### src/rtl/mem_arb_pkg.sv
// mem_arb_pkg: state encoding and port index constants shared by the memory arbiter.
package mem_arb_pkg;

    typedef enum logic [1:0] {
        IDLE   = 2'b00,
        ACCESS = 2'b01,
        RESP   = 2'b10
    } state_t;

    localparam logic PORT0 = 1'b0;
    localparam logic PORT1 = 1'b1;

endpackage

### src/rtl/mem_arb_pick.sv
// mem_arb_pick: two-way winner selection; on contention the port not granted last wins.
module mem_arb_pick
    import mem_arb_pkg::*;
(
    input  logic v0,
    input  logic v1,
    input  logic last,
    output logic gnt,
    output logic gnt_valid
);

    assign gnt_valid = v0 | v1;
    assign gnt       = (v0 && v1) ? ((last == PORT0) ? PORT1 : PORT0) : (v1 ? PORT1 : PORT0);

endmodule

### src/rtl/mem_arbiter.sv
// mem_arbiter: two-port arbiter onto a single-port RAM with fixed IDLE/ACCESS/RESP latency.
// Define MEM_ARB_RR_EN for round-robin on contention; otherwise port 0 has fixed priority.
module mem_arbiter
    import mem_arb_pkg::*;
#(
    parameter int WORD_SIZE    = 16,
    parameter int ADDRESS_SIZE = 16
) (
    input  logic                    clock,
    input  logic                    reset_n,
    input  logic                    p0_req_valid,
    input  logic                    p0_req_write,
    input  logic [ADDRESS_SIZE-1:0] p0_req_address,
    input  logic [WORD_SIZE-1:0]    p0_req_data,
    output logic                    p0_req_ready,
    output logic                    p0_rsp_valid,
    output logic [WORD_SIZE-1:0]    p0_rsp_data,
    input  logic                    p1_req_valid,
    input  logic                    p1_req_write,
    input  logic [ADDRESS_SIZE-1:0] p1_req_address,
    input  logic [WORD_SIZE-1:0]    p1_req_data,
    output logic                    p1_req_ready,
    output logic                    p1_rsp_valid,
    output logic [WORD_SIZE-1:0]    p1_rsp_data,
    output logic                    ram_read,
    output logic                    ram_write,
    output logic [ADDRESS_SIZE-1:0] ram_address,
    output logic [WORD_SIZE-1:0]    ram_in_data,
    input  logic [WORD_SIZE-1:0]    ram_out_data
);

    state_t state;
    logic   wr;
    logic   win;
    logic   gnt;
    logic   gnt_valid;
    logic   last_grant;
    logic   accept;
    logic   sel_write;

    // The winner register doubles as last-grant: it resets to port 1 and reloads on every accept.
`ifdef MEM_ARB_RR_EN
    assign last_grant = win;
`else
    assign last_grant = PORT1;
`endif

    mem_arb_pick u_pick (
        .v0        (p0_req_valid),
        .v1        (p1_req_valid),
        .last      (last_grant),
        .gnt       (gnt),
        .gnt_valid (gnt_valid)
    );

    assign accept       = (state == IDLE) && gnt_valid;
    assign p0_req_ready = accept && (gnt == PORT0);
    assign p1_req_ready = accept && (gnt == PORT1);
    assign sel_write    = (gnt == PORT1) ? p1_req_write : p0_req_write;
    // RAM read data only lands during RESP, so response data is steered combinationally.
    assign p0_rsp_data  = (p0_rsp_valid && !wr) ? ram_out_data : '0;
    assign p1_rsp_data  = (p1_rsp_valid && !wr) ? ram_out_data : '0;

    always_ff @(posedge clock or negedge reset_n) begin
        if (!reset_n) begin
            state        <= IDLE;
            wr           <= 1'b0;
            win          <= PORT1;
            ram_read     <= 1'b0;
            ram_write    <= 1'b0;
            ram_address  <= '0;
            ram_in_data  <= '0;
            p0_rsp_valid <= 1'b0;
            p1_rsp_valid <= 1'b0;
        end else begin
            ram_read     <= 1'b0;
            ram_write    <= 1'b0;
            p0_rsp_valid <= 1'b0;
            p1_rsp_valid <= 1'b0;
            case (state)
                IDLE: if (accept) begin
                    state       <= ACCESS;
                    wr          <= sel_write;
                    win         <= gnt;
                    ram_address <= (gnt == PORT1) ? p1_req_address : p0_req_address;
                    ram_in_data <= (gnt == PORT1) ? p1_req_data : p0_req_data;
                    ram_read    <= !sel_write;
                    ram_write   <= sel_write;
                end
                ACCESS: begin
                    state        <= RESP;
                    p0_rsp_valid <= (win == PORT0);
                    p1_rsp_valid <= (win == PORT1);
                end
                default: state <= IDLE;
            endcase
        end
    end

endmodule

### config.mk
export PLATFORM = sky130hd
export DESIGN_NAME = mem_arbiter
export DESIGN_NICKNAME = d
export VERILOG_FILES = /design/src/rtl/mem_arb_pkg.sv /design/src/rtl/mem_arb_pick.sv /design/src/rtl/mem_arbiter.sv
export SDC_FILE = /design/constraint.sdc
export NUM_CORES = 1
export LEC_CHECK = 0
export ABC_AREA = 1
export CORE_MARGIN = 1
export CORE_UTILIZATION = 38
export CTS_CLUSTER_DIAMETER = 60
export DETAILED_ROUTE_END_ITERATION = 6
export PLACE_DENSITY = 0.94
export SLEW_MARGIN = 20
export SYNTH_ARGS = -nofsm -noshare
export SYNTH_HDL_FRONTEND = slang
export SYNTH_SLANG_ARGS = --single-unit
### constraint.sdc
create_clock -name clock -period 1.7 [get_ports clock]
set_input_delay 0.17 -clock clock [delete_from_list [all_inputs] [get_ports clock]]
set_output_delay 0.17 -clock clock [all_outputs]
set_load 0.05 [all_outputs]
After elaboration in Yosys (flattened, before gate mapping)
Index checks and enable logic that the tools add are counted.
- multiply operators: 0
- divide/modulo/power cells: 0
- reduce and logical (&&, ||, !) cells: 10
- bitwise gates (word level): 3
- shift operators: 0
- $lt $le $gt $ge: 0
- multiplexer cells: 15
- eq/ne operators: 2
- $add $sub $neg: 0
- operator list (operator ; count):
    $mux W16 ; 4
    $mux W1 ; 9
    $logic_and A1 B1 Y1 ; 6
    $pmux W2 S2 ; 1
    $eq A2 B1 Y1 const B ; 1
    $logic_not A1 Y1 ; 2
    $logic_not A2 Y1 ; 1
    $mux W2 ; 1
    $ne A2 B2 Y1 const B ; 1
    $not A1 Y1 ; 2
    $reduce_and A2 Y1 ; 1
    $or A1 B1 Y1 ; 1
- logic and storage cells: 39
- output and inout bits: 70
- memory bits (read-only): 0
- memory bits (writable): 0
- memories: 0
- register bits: 40
- bits in latches: 0
- bits of input ports: 86

Logic depth before layout (Yosys ltp)
Gate-level depths: netlist of the first run.
- depth after elaboration: 6
- depth in mapped cells: 7
- gate-level depth less buffers: 6

Modules after synthesis
From an unflattened synthesis of the first run, not the netlist that was laid out.
- cells, all modules: 326
- area, all modules: 2190.9 um^2
- modules (own cells, without submodules) (module ; area an instance (um^2) ; seq. area each (um^2) ; times used ; cells each):
    mem_arbiter ; 2175.8 ; 1002.2 ; 1 ; 323
    mem_arb_pick ; 15.0 ; 0.0 ; 1 ; 3

Least setup slack after synthesis of the first run
No wires, ideal clock.
- path type: reg2out
- start point: reg p0_rsp_valid
- end point: out p0_rsp_data[10]
- data required time: 1.530 ns
- stages on the path, launching flop included: 4
- arrival time: 1.683 ns
- setup slack: -0.153 ns
- cells stage by stage: dfrtp_1 nand2_1 buf_2 nor2_1
- longest elaborated chain between the ends: 2
- ends and longest elaborated chain (what ; RTL line ; RTL):
    start, declared ; mem_arbiter.sv:16 ; output logic p0_rsp_valid,
    start signal, assigned ; mem_arbiter.sv:92 ; p0_rsp_valid <= (win == PORT0);
    $logic_and A1 B1 Y1 ; mem_arbiter.sv:61 ; assign p0_rsp_data = (p0_rsp_valid && !wr) ? ram_out_data : '0;
    $mux W16 ; mem_arbiter.sv:61 ;
    end, declared ; mem_arbiter.sv:17 ; output logic [WORD_SIZE-1:0] p0_rsp_data,
No other way between the ends.

Worst setup path after layout of the first run
- start point: reg ram_address[4]
- end point: out ram_address[4]
- RTL lines (what ; RTL line ; RTL):
    start, declared ; mem_arbiter.sv:27 ; output logic [ADDRESS_SIZE-1:0] ram_address,
    start signal, assigned ; mem_arbiter.sv:85 ; ram_address <= (gnt == PORT1) ? p1_req_address : p0_req_address;
No word-level cell between the ends.

==> results of run 1 <==
[worst paths after layout]
check                                           start                          to
min                                           reset_n  ram_in_data[2]$_DFFE_PN0P_
max in group asynchronous                     reset_n  ram_in_data[3]$_DFFE_PN0P_
max                        ram_address[4]$_DFFE_PN0P_              ram_address[4]
min reg2reg                           win$_DFFE_PN1P_             win$_DFFE_PN1P_
min in group clock                    win$_DFFE_PN1P_             win$_DFFE_PN1P_
max reg2reg                      state[1]$_DFFE_PN0P_              wr$_DFFE_PN0P_
[power groups by stage]
stage	combinational (W)	clock (W)	sequential [W]
2_1_floorplan	0.00148	0	0.00302
3_3_place_gp	0.00458	0	0.00165
3_5_place_dp	0.00468	0	0.00167
4_1_cts	0.00470	0.000658	0.00166
5_1_grt	0.00491	0.000709	0.00170
6_report	0.00467	0.000636	0.00166
[routing by layer]
metal	up-vias	track usage [%]	share of wire [%]
met2	116	47.02	52
met3	17	7.442	6.8
met5	-	0	0
met1	1208	27.17	40
met4	0	8.519	2.0
li1	1287	-	-
[layout by cell type, fill, tap and decap left out]
cell type,instances
nor2_2,2
nor3b_1,1
dfrtp_1,39
inv_2,2
nand2_4,1
buf_12,34
clkinv_2,2
o21ai_4,1
buf_4,15
inv_1,20
nor2_4,2
clkbuf_8,6
buf_2,1
clkdlybuf4s50_1,116
dlygate4sd3_1,1
nand2_1,167
nor3_1,1
nand3_1,33
nand2_2,2
nor2_1,35
dfstp_2,1
[layout make-up]
cell class / instances / area, µm²
inverters: 22 / 82.58
flip-flops and latches: 40 / 1002
repair buffers: 167 / 1969
fillers: 391 / 1326
well taps: 72 / 90.09
multi-input cells: 245 / 1011
clock buffers: 6 / 82.58
clock inverters: 2 / 10.01
[stage by stage]
| step | power (W) | util, % |
|---|---|---|
| after floorplan | 0.004498 | - |
| after global placement | 0.006232 | 74.19 |
| after detailed placement | 0.006354 | 74.19 |
| after CTS | 0.007022 | 76.21 |
| after global routing | 0.007328 | 76.21 |
| final | 0.006971 | 76.21 |
[sequential cells by signal, indices dropped and copies added (netlist names)]
register,cells
ram_in_data,16
state,2
ram_read,1
wr,1
ram_write,1
ram_address,16
win,1
p1_rsp_valid,1
p0_rsp_valid,1
[kinds of logic (layout without fill, tap and decap cells)]
logic type | Yosys count | after routing | share of synthesized area [%]
AND/OR/NAND/NOR | 244 | 244 | 44.41
flip-flops | 40 | 40 | 45.20
buffers and inverters | 40 | 197 | 9.650
AO/OA/AOI/OAI | 1 | 1 | 0.7338
[timing repair]
action | in CTS | in global routing
endpoints found under the hold margin | 27 | 0
hold buffers | 1 | 0
setup endpoints to repair | 24 | 8
gates resized for setup | 4 | 0
pin swaps | 0 | 0
==> reports/qor.yml, run 1 <==
status:
  status: "complete, no violations"
critical_path:
  reg2reg_setup_slack_ps: 160
  ff2ff_path_depth: 5
  path_class: "flop to primary output"
  cpPeakStageDelay_ps: 840
  critical_path_required_ps: 1530
  cp_cell_sequence: "clkdlybuf4s50_1"
  cp.arrival_ps: 1500
  crit_path_top_delay_cell: "clkdlybuf4s50_1"
  cp.depth: 1
  endpoint_kind: "primary output"
  cp_max_fo: 2
  path_buf_inv: 1
  crit_family: "buffers and inverters"
  critPathLaunchType: "flop"
global_routing:
  grt_overflow: 0
  grt_pass1_wl_mm: 12.21
  grt_pass1_vias: 2710
  grt_max_degree: 35
  antenna_found_initial: 0
  grt_usage_pct: 25.32
clocking:
  cts_made_buffers: 5
  cts_sinks: 40
  htreeDepth: 2
  cts_buffer_depth: 2
  cts_root_buffer: "clkbuf_8"
  clk_latency_ps: 280
  tritoncts: "done"
  clkTransAtPathRegs_ps: 80
  post_cts_buffers: 0
synth:
  synthTopCellsByArea: "dfrtp_1, nand2_1, nand3_1"
  synthCells: 325
  ys_warn_count: 0
  synth_nets: 411
  syn_avg_cell_area_um2: 6.822
  synth_common_cells: "nand2_1, dfrtp_1, nor2_1, nand3_1, inv_1"
  ys_seq_elements: 40
  yosysTopAreaCellShare_pct: 44.02
  syn_area_um2: 2217
  async_reset_ff_share_pct: 100.0
  synth_top_flop_cell: "dfrtp_1"
  ys_seq_area_share_pct: 45.20
  synth.distinct_cells: 15
  yosysMostFrequentCell: "nand2_1"
  synth_top_cell_by_area: "dfrtp_1"
  synth_edf_count: 0
finish:
  syn2layout_area_growth_pct: 91.59
  n_antenna_cell: 0
  drive_gt1_share_pct: 14.32
  nets: 567
  stdcell_area_um2: 4248
  fin_cells: 554
drt:
  wl_per_cell_um: 13.54
  dr.pass1.iters: 4
  drt_iter0_drc: 122
  route.detailed.drc: 0
  antenna_left: 0
  vias: 2628
  drt_wl_total_mm: 7.500
  viasPerCell: 4.744
floorplanning:
  pin_count: 156
  rows: 27
  die_w_um: 78.39
  core_area_um2: 5574
  dieArea_um2: 6144
  start_util_pct: 39.78
  die_h_um: 78.39
placement:
  dpl_cell_area_um2: 4135
  dp_slack_ps: -73.69
  io_buffers: 155
  gp_congestion: 0.7446
  dp.cells: 545
  dpl.hpwl_mm: 5.898
power:
  switching_share_pct: 51.56
  p_sw_w: 0.003594
  pwr-share-comb_pct: 67.0
  internal-power_w: 0.003377
  peakVddDrop_mv: 1.038
  leakage_nw: 2.146
  p_clk_share_pct: 9.1
  p_seq_share_pct: 23.8
  p_per_area_nw_per_um2: 1641
sta:
  finalSetupTns_ps: 0
  clock.fmax_mhz: 598.2
  rsz0062_at_grt: "true"
  skew_ps: 5.961
  setup_violations: 0
  fin_ws_ps: 28.19
  tightestPinTransition_ps: 754.8
  fin_crit_sh_pct: 98.34
  holdWs_ps: 450.0
  period_needed_ps: 1672
  slew_viol_final: 0
  slew_headroom_pct: 49.56
  finalHoldViolations: 0
job:
  maxCapViolations: 0
worst_hold_path:
  hp-class: "primary input to asynchronous set/reset pin"
(Power assumes the default switching activity.)
==> run 2, diff against run 1 <==
CELL_PAD_IN_SITES_DETAIL_PLACEMENT = 0   (was default)
CELL_PAD_IN_SITES_GLOBAL_PLACEMENT = 1   (was default)
CORE_UTILIZATION = 24   (was 38)
PLACE_DENSITY = 0.93   (was 0.94)
==> reports/qor.yml, run 2 (synthesized netlist as in run 1, its figures left out) <==
critical_path:
  path_class: "flop to primary output"
  path_buf_inv: 2  # +1
  cp_max_fo: 16  # +14
  endpoint_kind: "primary output"
  cp.arrival_ps: 1540  # +40 ps
  crit_path_top_delay_cell: "dfrtp_1"
  critical_path_required_ps: 1530  # about the same
  cpPeakStageDelay_ps: 380  # -460 ps
  critPathLaunchType: "flop"
  cp_cell_sequence: "inv_1, nand2_1, nor2_1, buf_12"
  crit_family: "simple AND/OR/NAND/NOR gates"
sta:
  setup_violations: 1  # +1
  holdWs_ps: 348.0  # -102.1 ps
  rsz0062_at_grt: "true"
  period_needed_ps: 1706  # +34.65 ps
  clock.fmax_mhz: 586.0  # -2.0%
  finalSetupTns_ps: -6.458  # -6.458 ps
  finalHoldViolations: 0  # unchanged
  tightestPinTransition_ps: 525.7  # -229.1 ps
  slew_viol_final: 0  # unchanged
  skew_ps: 10.64  # +4.681 ps
  slew_headroom_pct: 64.84  # +15 points
  fin_crit_sh_pct: 100.4  # +2.0 points
  fin_ws_ps: -6.458  # -34.65 ps
floorplanning:
  dieArea_um2: 9627  # +57%
  start_util_pct: 25.06  # -15 points
  die_w_um: 98.12  # +25%
  die_h_um: 98.12  # +25%
  rows: 34  # +26%
  core_area_um2: 8848  # +59%
  pin_count: 156  # unchanged
clocking:
  tritoncts: "done"
  post_cts_buffers: 0  # unchanged
  cts_made_buffers: 5  # unchanged
  clkTransAtPathRegs_ps: 80  # about the same
  cts_root_buffer: "clkbuf_8"
  cts_sinks: 40  # unchanged
  htreeDepth: 2  # unchanged
  clk_latency_ps: 290  # about the same
  cts_buffer_depth: 2  # unchanged
finish:
  drive_gt1_share_pct: 15.59  # +1.3 points
  fin_cells: 589  # +6.3%
  nets: 566  # -0.18%
  layout_commonest_cell: "nand2_1"
  largestRegisters: "ram_address x16, ram_in_data x16, state x2"
  syn2layout_area_growth_pct: 95.15
  mostFrequentLayoutCells: "nand2_1, clkdlybuf4s50_1, dfrtp_1"
  n_antenna_cell: 0  # unchanged
  stdcell_area_um2: 4327  # +1.9%
placement:
  dpl_cell_area_um2: 4200  # +1.6%
  io_buffers: 155  # unchanged
  dp.cells: 580  # +6.4%
  gp_congestion: 0.7411  # -0.47%
  dpl.hpwl_mm: 5.840  # -0.99%
global_routing:
  grt_pass1_wl_mm: 11.59  # -5.1%
  grt_overflow: 0  # unchanged
  grt_pass1_vias: 2494  # -8.0%
  antenna_found_initial: 0  # unchanged
  grt_usage_pct: 14.91  # -10 points
  grt_max_degree: 34  # -2.9%
status:
  status: "finished, violations left"
  violations: "DRC, setup timing"
job:
  maxCapViolations: 0  # unchanged
power:
  leakage_nw: 2.177  # +1.4%
  p_per_area_nw_per_um2: 1648  # +0.39%
  peakVddDrop_mv: 0.9648  # -7.1%
drt:
  viasPerCell: 4.357  # -8.2%
  antenna_left: 0  # unchanged
  drt_iter0_drc: 86  # -30%
  wl_per_cell_um: 12.19  # -9.9%
  drt_wl_total_mm: 7.182  # -4.2%
  route.detailed.drc: 17  # +17
  vias: 2566  # -2.4%
  dr.pass1.iters: 6  # +2
worst_hold_path:
  hp-class: "primary input to asynchronous set/reset pin"
## run 2: worst paths after layout
path | cells after the start | end | start | slack (ps)
worst max-delay path | 4 | p0_rsp_data[14] | wr$_DFFE_PN0P_ | -6
worst max register to register | 6 | ram_address[0]$_DFFE_PN0P_ | state[1]$_DFFE_PN0P_ | 470
worst min register to register | 2 | win$_DFFE_PN1P_ | win$_DFFE_PN1P_ | 470
max in group asynchronous | 3 | win$_DFFE_PN1P_ | reset_n | 800
worst min-delay path | 2 | ram_in_data[12]$_DFFE_PN0P_ | reset_n | 350
min in group clock | 2 | win$_DFFE_PN1P_ | win$_DFFE_PN1P_ | 470
## run 2: timing repair
action                                  in CTS  in global routing
pin swaps                                    0                  0
endpoints found under the setup margin      22                 32
endpoints found under the hold margin       18                  0
resized for setup                            1                  1
hold buffers                                 1                  0
cloned                                       0                  0
## run 2: report_power, final
group	internal, W	total (W)	switching, W	leakage (nW)
sequential	0.00140	0.00166	0.000266	0.498
clock	0.000434	0.000758	0.000324	0.0541
combinational	0.00170	0.00471	0.00300	1.62
## run 2: routing by layer
metal | track usage (%) | routed length (µm) | part of all wire, % | up-vias
met4 | 2.564 | 47 | 0.65 | 0
met3 | 4.009 | 696 | 9.7 | 5
met2 | 27.09 | 3458 | 48 | 128
li1 | - | - | - | 1281
met5 | 0 | 0 | 0 | -
met1 | 17.71 | 2980 | 41 | 1152
## run 2: metrics by stage
| stage | setup WS (ps) | utilization (%) | power, W |
|---|---|---|---|
| after detailed placement | 141.6 | 47.47 | 0.006407 |
| after CTS | -30.44 | 48.87 | 0.007199 |
| after global placement | 176.2 | 47.47 | 0.006352 |
| final | -6.458 | 48.90 | 0.007129 |
| after floorplan | -153.2 | - | 0.004498 |
| after global routing | -116.2 | 48.90 | 0.007488 |
## run 2: final cells by class
class | instances | area [µm²]
Clock buffer | 5 | 68.82
Clock inverter | 3 | 42.54
Fill cell | 847 | 4522
Inverter | 22 | 82.58
Multi-Input combinational cell | 245 | 1006
Sequential cell | 40 | 1002
Tap cell | 108 | 135.1
Timing Repair Buffer | 166 | 1989
## run 2: worst register-to-register path: cells and delay by family (launching register included)
| kind | cells | cell delay (ps) |
|---|---|---|
| buffers and inverters | 2 | 310 |
| DFF | 1 | 430 |
| and+or+nand+nor | 4 | 420 |
==> run 3, diff against run 2 <==
SYNTH_HIERARCHICAL = 1   (was default)
==> reports/qor.yml, run 3 <==
synth:
  synth_edf_count: 0  # unchanged
  yosysTopAreaCellShare_pct: 44.55  # +0.53 points
  synth_top_family_by_area: "simple AND/OR/NAND/NOR gates"
  syn_avg_cell_area_um2: 6.720  # -1.5%
  synth.distinct_cells: 17  # +2
  async_reset_ff_share_pct: 100.0  # unchanged
  synth_compound_area_share_pct: 0.2284  # -0.51 points
  synth_nets: 412  # +0.24%
  synth_common_cells: "nand2_1, dfrtp_1, nor2_1, inv_1, buf_6"
  synthTopCellsByArea: "dfrtp_1, nand2_1, nor2_1"
  synth_top_cell_by_area: "dfrtp_1"
  synthMuxAreaShare_pct: 0  # unchanged
  synthCells: 326  # +0.31%
  ys_seq_area_share_pct: 45.75  # +0.54 points
  ys_warn_count: 6  # +6
  synth_top_flop_cell: "dfrtp_1"
  ys_seq_elements: 40  # unchanged
  yosysMostFrequentCell: "nand2_1"
  syn_area_um2: 2191  # -1.2%
  synth_simple_gate_area_share_pct: 43.46  # -0.95 points
  synthAdderAreaFrac_pct: 0  # unchanged
  synth_xor_xnor_area_share_pct: 0  # unchanged
sta:
  tightestPinTransition_ps: 690.1  # +164.4 ps
  skew_ps: 3.807  # -6.835 ps
  slew_viol_final: 0  # unchanged
  finalHoldViolations: 0  # unchanged
  rsz0062_at_grt: "false"
  slew_headroom_pct: 53.99  # -11 points
  period_needed_ps: 1645  # -61.34 ps
  clock.fmax_mhz: 607.9  # +3.7%
  setup_violations: 0  # -1
  fin_crit_sh_pct: 96.77  # -3.6 points
finish:
  syn2layout_area_growth_pct: 94.46
  layout_commonest_cell: "nand2_1"
  stdcell_area_um2: 4260  # -1.5%
  fin_cells: 591  # +0.34%
  mostFrequentLayoutCells: "nand2_1, clkdlybuf4s50_1, dfrtp_1"
  drive_gt1_share_pct: 15.94  # +0.35 points
  largestRegisters: "ram_address x16, ram_in_data x16, state x2"
  n_antenna_cell: 0  # unchanged
  nets: 568  # +0.35%
placement:
  dp.cells: 582  # +0.34%
  dpl_cell_area_um2: 4144  # -1.3%
  io_buffers: 155  # unchanged
  dpl.hpwl_mm: 5.507  # -5.7%
  gp_congestion: 0.7593  # +2.5%
floorplanning:
  dieArea_um2: 9515  # -1.2%
  die_h_um: 97.55  # -0.58%
  die_w_um: 97.55  # -0.58%
  rows: 34  # unchanged
  pin_count: 156  # unchanged
  core_area_um2: 8763  # -0.96%
  start_util_pct: 25.00  # -0.057 points
job:
  maxCapViolations: 0  # unchanged
worst_hold_path:
  hp-class: "primary input to asynchronous set/reset pin"
clocking:
  post_cts_buffers: 0  # unchanged
  cts_root_buffer: "clkbuf_8"
  htreeDepth: 2  # unchanged
  cts_sinks: 40  # unchanged
  clk_latency_ps: 280  # about the same
  tritoncts: "done"
  cts_buffer_depth: 2  # unchanged
  cts_made_buffers: 5  # unchanged
  clkTransAtPathRegs_ps: 80  # about the same
critical_path:
  cp_cell_sequence: "clkdlybuf4s50_1"
  cp_max_fo: 2  # -14
  path_buf_inv: 1  # -1
  path_class: "flop to primary output"
  critical_path_required_ps: 1530  # about the same
  crit_path_top_delay_cell: "clkdlybuf4s50_1"
  cp.arrival_ps: 1480  # -60 ps
  endpoint_kind: "primary output"
  crit_family: "buffers and inverters"
  cpPeakStageDelay_ps: 820  # +440 ps
  critPathLaunchType: "flop"
global_routing:
  antenna_found_initial: 0  # unchanged
  grt_usage_pct: 14.63  # -0.28 points
  grt_overflow: 0  # unchanged
  grt_max_degree: 34  # unchanged
  grt_pass1_wl_mm: 11.27  # -2.7%
  grt_pass1_vias: 2356  # -5.5%
drt:
  wl_per_cell_um: 11.71  # -4.0%
  drt_wl_total_mm: 6.921  # -3.6%
  antenna_left: 0  # unchanged
  drt_iter0_drc: 58  # -33%
  route.detailed.drc: 0  # -17
  dr.pass1.iters: 4  # -2
  vias: 2443  # -4.8%
  viasPerCell: 4.134  # -5.1%
power:
  leakage_nw: 2.179  # +0.11%
  peakVddDrop_mv: 0.8795  # -8.8%
  p_total_w: 0.006968  # -2.3%
  p_per_area_nw_per_um2: 1636  # -0.73%
status:
  status: "complete, no violations"
-- run 3: changes by cell type after synthesis, sizes merged, moves of 2 or more --
| cell | delta |
|---|---|
| nor2 | -2 |
| nand2 | +34 |
| inv | +2 |
| nand3 | -32 |
| buf | -3 |
-- run 3: what timing repair did --
item / 4_1_cts / 5_1_grt
hold buffers: 1 / 0
hold endpoints to repair: 26 / 0
setup endpoints to repair: 32 / 0
gates resized for setup: 5 / 0
-- run 3: per-layer routing --
metal  up-vias  track usage (%)  share of wire (%)
li1       1254                -                  -
met1      1074            17.85                 43
met2       110            26.09                 48
met3         5            3.669                8.3
met4         0            2.715               0.59
met5         -                0                  0
-- run 3: cells by family after synthesis --
group | Yosys count
DFF | 40
buffers and inverters | 39
other | 1
AOI/OAI and AO/OA | 1
and+or+nand+nor | 245
-- run 3: worst paths after layout --
path | from | endpoint | slack, ps | cells past startpoint
worst max-delay path | p0_rsp_valid$_DFF_PN0_ | p0_rsp_valid | 50 | 1
worst min-delay path | reset_n | ram_address[5]$_DFFE_PN0P_ | 460 | 2
worst max register to register | state[1]$_DFFE_PN0P_ | ram_address[8]$_DFFE_PN0P_ | 620 | 5
worst min register to register | win$_DFFE_PN1P_ | win$_DFFE_PN1P_ | 480 | 2
max in group asynchronous | reset_n | ram_in_data[13]$_DFFE_PN0P_ | 660 | 3
min in group clock | win$_DFFE_PN1P_ | win$_DFFE_PN1P_ | 480 | 2
-- run 3: through the flow --
| stage | worst slack, ps | hold WS [ps] | setup TNS, ps | utilization, % |
|---|---|---|---|---|
| 2_1_floorplan | -153.2 | -125.6 | -3065 | - |
| 4_1_cts | 38.87 | 469.1 | 0 | 48.62 |
| 3_3_place_gp | 154.1 | 233.6 | 0 | 47.29 |
| 3_5_place_dp | 97.30 | 251.8 | 0 | 47.29 |
| 6_report | 54.88 | 460.0 | 0 | 48.62 |
| 5_1_grt | 3.452 | 505.4 | 0 | 48.62 |
-- run 3: power breakdown --
group	internal [W]	switching [W]	leakage, nW
Clock	0.000330	0.000324	0.0445
Sequential	0.00140	0.000267	0.499
Combinational	0.00169	0.00296	1.63
Total	0.00341	0.00355	2.18
-- run 3: cell type report --
class | count | area (µm²)
fillers | 866 | 4503
repair buffers | 164 | 1954
flip-flops and latches | 40 | 1002
multi-input cells | 247 | 984.7
well taps | 108 | 135.1
inverters | 24 | 90.09
clock buffers | 7 | 86.33
clock inverters | 1 | 7.507
